$ cat config.mk
export PLATFORM = sky130hd
export DESIGN_NAME = ipv4_tx_pkt_arbiter
export DESIGN_NICKNAME = d
export VERILOG_FILES = /design/src/rtl/ipv4_tx_pkt_arbiter.sv
export SDC_FILE = /design/constraint.sdc
export NUM_CORES = 1
export LEC_CHECK = 0
export ABC_CLOCK_PERIOD_IN_PS = 3200
export BUFFER_PORTS_ARGS = -buffer_cell sky130_fd_sc_hd__buf_4
export CORE_UTILIZATION = 40
export CTS_CLUSTER_SIZE = 28
export DETAILED_ROUTE_END_ITERATION = 7
export PLACE_DENSITY = 0.68
export REMOVE_ABC_BUFFERS = 1
export SYNTH_ARGS = -nofsm -noshare
export SYNTH_HDL_FRONTEND = slang
export SYNTH_SLANG_ARGS = --single-unit
$ cat constraint.sdc
create_clock -name i_txmac_clk -period 3.2 [get_ports i_txmac_clk]
set_clock_uncertainty 0.2 [all_clocks]
set_input_delay 0 -clock i_txmac_clk [delete_from_list [all_inputs] [get_ports i_txmac_clk]]
set_output_delay 0 -clock i_txmac_clk [all_outputs]
set_load 0.02 [all_outputs]
$ cat src/rtl/ipv4_tx_pkt_arbiter.sv
// Packet-atomic arbiter merging the UDP and ICMP FWFT byte streams onto the IPv4 TX byte stream.
// Grants per packet (round-robin or ICMP priority), truncates and drains oversize packets.
module ipv4_tx_pkt_arbiter #(
  parameter int unsigned MAX_PKT_BYTES        = 1500,
  parameter bit          ICMP_STRICT_PRIORITY = 1'b0
) (
  input  logic        i_txmac_clk,
  input  logic        i_txmac_srst,
  input  logic [7:0]  i_udp_pkt_byte,
  input  logic        i_udp_pkt_byte_vld,
  input  logic        i_udp_pkt_last_byte,
  output logic        o_udp_pkt_byte_rd,
  input  logic [7:0]  i_icmp_pkt_byte,
  input  logic        i_icmp_pkt_byte_vld,
  input  logic        i_icmp_pkt_last_byte,
  output logic        o_icmp_pkt_byte_rd,
  output logic [7:0]  o_ipv4_pkt_byte,
  output logic        o_ipv4_pkt_byte_vld,
  output logic        o_ipv4_pkt_last_byte,
  input  logic        i_ipv4_pkt_byte_rd,
  output logic        o_pkt_len_err,
  output logic [15:0] o_udp_pkt_cnt,
  output logic [15:0] o_icmp_pkt_cnt
);

  localparam int unsigned     CntW   = $clog2(MAX_PKT_BYTES + 1);
  localparam logic [CntW-1:0] CntMax = CntW'(MAX_PKT_BYTES - 1);

  typedef enum logic [2:0] {
    StIdle,
    StGrantUdp,
    StGrantIcmp,
    StDrainUdp,
    StDrainIcmp
  } state_e;

  state_e          state_q, state_d;
  logic            last_icmp_q, last_icmp_d;
  logic [CntW-1:0] byte_cnt_q, byte_cnt_d;
  logic            len_err_q, len_err_d;
  logic [15:0]     udp_cnt_q, udp_cnt_d;
  logic [15:0]     icmp_cnt_q, icmp_cnt_d;

  logic       sel_icmp;
  logic [7:0] src_byte;
  logic       src_vld;
  logic       src_last;
  logic       src_rd;
  logic       at_max;
  logic       grant_any;
  logic       grant_icmp;

  // Source mux is shared by the grant and drain states of each source.
  assign sel_icmp = (state_q == StGrantIcmp) || (state_q == StDrainIcmp);
  assign src_byte = sel_icmp ? i_icmp_pkt_byte : i_udp_pkt_byte;
  assign src_vld  = sel_icmp ? i_icmp_pkt_byte_vld : i_udp_pkt_byte_vld;
  assign src_last = sel_icmp ? i_icmp_pkt_last_byte : i_udp_pkt_last_byte;
  assign at_max   = (byte_cnt_q == CntMax);

  always_comb begin
    grant_any = i_udp_pkt_byte_vld | i_icmp_pkt_byte_vld;
    if (i_udp_pkt_byte_vld && i_icmp_pkt_byte_vld) begin
      grant_icmp = ICMP_STRICT_PRIORITY || !last_icmp_q;
    end else begin
      grant_icmp = i_icmp_pkt_byte_vld;
    end
  end

  always_comb begin
    state_d              = state_q;
    last_icmp_d          = last_icmp_q;
    byte_cnt_d           = byte_cnt_q;
    len_err_d            = 1'b0;
    udp_cnt_d            = udp_cnt_q;
    icmp_cnt_d           = icmp_cnt_q;
    src_rd               = 1'b0;
    o_ipv4_pkt_byte      = '0;
    o_ipv4_pkt_byte_vld  = 1'b0;
    o_ipv4_pkt_last_byte = 1'b0;

    unique case (state_q)
      StIdle: begin
        byte_cnt_d = '0;
        if (grant_any) begin
          state_d     = grant_icmp ? StGrantIcmp : StGrantUdp;
          last_icmp_d = grant_icmp;
        end
      end
      StGrantUdp, StGrantIcmp: begin
        o_ipv4_pkt_byte      = src_byte;
        o_ipv4_pkt_byte_vld  = src_vld;
        o_ipv4_pkt_last_byte = src_last | at_max;
        src_rd               = i_ipv4_pkt_byte_rd & src_vld;
        if (src_rd) begin
          byte_cnt_d = byte_cnt_q + CntW'(1);
          if (src_last || at_max) begin
            if (sel_icmp) icmp_cnt_d = icmp_cnt_q + 16'd1;
            else          udp_cnt_d  = udp_cnt_q + 16'd1;
            if (src_last) begin
              state_d = StIdle;
            end else begin
              // Truncated: the rest of the source packet is popped and discarded.
              state_d   = sel_icmp ? StDrainIcmp : StDrainUdp;
              len_err_d = 1'b1;
            end
          end
        end
      end
      StDrainUdp, StDrainIcmp: begin
        src_rd = src_vld;
        if (src_vld && src_last) state_d = StIdle;
      end
      default: state_d = StIdle;
    endcase
  end

  assign o_udp_pkt_byte_rd  = src_rd & ~sel_icmp;
  assign o_icmp_pkt_byte_rd = src_rd & sel_icmp;
  assign o_pkt_len_err      = len_err_q;
  assign o_udp_pkt_cnt      = udp_cnt_q;
  assign o_icmp_pkt_cnt     = icmp_cnt_q;

  always_ff @(posedge i_txmac_clk) begin
    if (i_txmac_srst) begin
      state_q     <= StIdle;
      last_icmp_q <= 1'b1;
      byte_cnt_q  <= '0;
      len_err_q   <= 1'b0;
      udp_cnt_q   <= '0;
      icmp_cnt_q  <= '0;
    end else begin
      state_q     <= state_d;
      last_icmp_q <= last_icmp_d;
      byte_cnt_q  <= byte_cnt_d;
      len_err_q   <= len_err_d;
      udp_cnt_q   <= udp_cnt_d;
      icmp_cnt_q  <= icmp_cnt_d;
    end
  end

endmodule

==> out/qor.txt <==
Status = finished clean
Initial core utilization = 41.9%
Final setup TNS = 0 ns
CTS root buf = clkbuf_8
# fillers = 614
Initial antenna violation count = 0
Num rows = 29
Cell variety after synth = 53
Hold Crit Class = input pin to flop
Crit-path max cell delay = 0.69 ns
Pwr dens = 453 nW/um2
Internal Power = 1010 uW
Post-DP HPWL = 4600 um
Min Tclk post-route = 2.67 ns
Dpl cell area = 3250 um2
Area growth syn-to-layout = 27.8%
Worst setup SP type = flop
Fin area = 3420 um2
Worst setup path class = flop to flop
Overall routing resource usage = 18.7%
Worst-margin pin slew = 0.972 ns
RSZ-0062 raised after global routing = false
CTS Buf Count = 5
Maximum VDD drop = 0.263 mV
DRT iter0 DRCs = 93
Sequential area share after synthesis = 35.9%
Drt first pass iters = 4
Final Non-Filler Cells = 484
Synthesized area = 2680 um2
Synth warnings = 0
Tcrit/Tclk final = 83.3%
EDFF count, synth = 0
First-pass GRT wire length = 10900 um
Setup WS post-layout = 0.533 ns
Clock Path Buffers = 2
PortBufs = 67
Clock latency at the later pin of the worst-skew pair = 0.30 ns
Placed cells = 469
Yosys reg bits = 48
CTS tree = done
P_sw = 545 uW
Place WS = 0.516 ns
Reg2reg path depth = 6
Share of post-route cells with drive strength above 1 = 22.1%
DRT Wirelength = 6680 um
Die X = 83.8 um
Data required, critical path = 3.23 ns
Final Slew Violations = 0
Clock sink count = 48
CORE AREA = 6390 um2
CP max FO = 27
Static leakage power = 0.00130 uW
Maxcap violations = 0
Hold path cells = 5
Mapped Avg Cell Area = 7.99 um2
Crit-path slowest cell = or4_1
Post-DRT Antenna Nets = 0
DR vias/cell = 5.69
Fmax = 375 MHz
Wirelength per Cell = 13.8 um
Clock-pin slew on the worst setup and hold paths = 0.09 ns
Share of async-settable or async-resettable flops after synthesis = 0%
Arrival @ worst endpoint = 2.69 ns
Pin count of the biggest net entering global routing = 50
Slew headroom = 35.2%
DR vias = 2756
Comb pwr share = 34.4%
Sequential Power Share = 40.8%
Post-layout nets = 432
Switching Fraction = 35.1%
Most used DFF post-synth = dfxtp_1
Overflow after GRT = 0
Clk pwr share = 24.8%
Die Footprint = 7020 um2
ANT cells = 0
Final setup viols = 0
I/O pin count = 68
Syn Inst Count = 335
Gpl congestion = 0.893
Die Ht = 83.8 um
Drt drc = 0
Total power = 1550 uW
Number of global-route vias before repair = 2438
Fin. Hold Viols = 0
H-tree Lvls = 2
Crit path cell chain = ha_1, nand4b_1, nor3_1, o2111ai_2, or4_1, a21oi_1
CP Capture Type = flop
critical path, delay by kind of cell (launching register included):
family | cells | cell delay, ns
simple gates | 3 | 1.09
flops | 1 | 0.39
fa+ha+maj | 1 | 0.24
compound gates | 2 | 0.67
metal layers:
metal  track usage [%]  vias up  wire (um)
li1                  -     1397          -
met3              3.86        6        347
met4              6.32        0         53
met5                 0        -          0
met1              24.6     1272       3180
met2              30.4       81       3100
final timing paths:
check,from,to,slack (ns)
max,byte_cnt_q[0],o_icmp_pkt_cnt[9],0.53
min,i_ipv4_pkt_byte_rd,byte_cnt_q[10],0.04
max reg2reg,byte_cnt_q[0],o_icmp_pkt_cnt[9],0.53
min reg2reg,o_icmp_pkt_cnt[15],o_icmp_pkt_cnt[15],0.29
cell type report:
cell class / count / area [um2] / share of cell area (%)
clock buffer: 6 / 82.6 / 2.41
timing repair buffer: 79 / 611 / 17.8
multi-input combinational: 262 / 1620 / 47.3
tap: 77 / 96.3 / 2.82
inverter: 10 / 37.5 / 1.10
clock inverter: 2 / 15.0 / 0.439
sequential: 48 / 961 / 28.1
cells in the final DEF (no fill, tap or decap), drive strengths merged, types with 3 or more instances in the layout:
cell type / count
buf: 72
dfxtp: 48
nor2: 40
a21oi: 34
nand2: 18
o21ai: 18
nand3: 16
or4: 11
inv: 10
o31ai: 10
a22oi: 9
nand2b: 8
nor3: 8
xnor2: 8
and3: 7
or3: 7
dlygate4sd3: 7
nand4: 6
clkbuf: 6
nor2b: 5
nand3b: 5
and2: 4
a311oi: 4
and4: 4
a31o: 3
nor4: 3
ha: 3
nor4b: 3
synth_stat cells, drive strengths merged, types with 4 or more instances:
| cell type | n | area [um2] |
|---|---|---|
| o31ai | 10 | 75.1 |
| nor2b | 5 | 31.3 |
| nand2 | 18 | 67.6 |
| nand3 | 16 | 80.1 |
| a21oi | 34 | 170 |
| nand2b | 8 | 50.1 |
| or4 | 11 | 82.6 |
| and2 | 4 | 25.0 |
| and4 | 4 | 35.0 |
| buf | 5 | 28.8 |
| dfxtp | 48 | 961 |
| a22oi | 9 | 67.6 |
| xnor2 | 8 | 70.1 |
| or3 | 7 | 43.8 |
| nor2 | 40 | 150 |
| o21ai | 18 | 90.1 |
| nand3b | 5 | 37.5 |
| nor3 | 8 | 40.0 |
| a311oi | 4 | 35.0 |
| and3 | 7 | 43.8 |
| inv | 10 | 37.5 |
| nand4 | 6 | 37.5 |
| clkbuf | 10 | 37.5 |
power groups by stage:
stage	Combinational, uW	Sequential, uW	Clock, uW
after floorplan	303	665	0
after global placement	508	649	0
after detailed placement	516	648	0
after CTS	532	634	395
after global routing	582	638	417
final	533	634	384
sequential cells by signal (all words and copies together) (netlist names):
name and flops:
o_icmp_pkt_cnt 16, o_udp_pkt_cnt 16, state_q 3, byte_cnt_q 11, o_pkt_len_err 1, last_icmp_q 1
through the flow:
step / util (%) / hold slack (ns)
after floorplan: - / -0.131
after global placement: 50.9 / 0.147
after detailed placement: 50.9 / 0.157
after CTS: 53.6 / 0.0248
after global routing: 53.6 / 0.0469
final: 53.6 / 0.0432
cells by family (layout without fill, tap and decap cells):
group | count (synthesis) | after routing | share of synthesized area [%]
simple gates | 155 | 155 | 32.5
compound gates | 91 | 91 | 21.7
flops | 48 | 48 | 35.9
buf+inv | 25 | 97 | 3.88
xor+xnor | 9 | 9 | 2.95
mux | 4 | 4 | 1.59
fa+ha+maj | 3 | 3 | 1.40
what timing repair did:
item                      in CTS  in global routing
hold buffers                   7                  0
gates resized for setup        0                  0
hold endpoints to repair      40                  0
setup buffers                  0                  0
(Power assumes the default switching activity.)
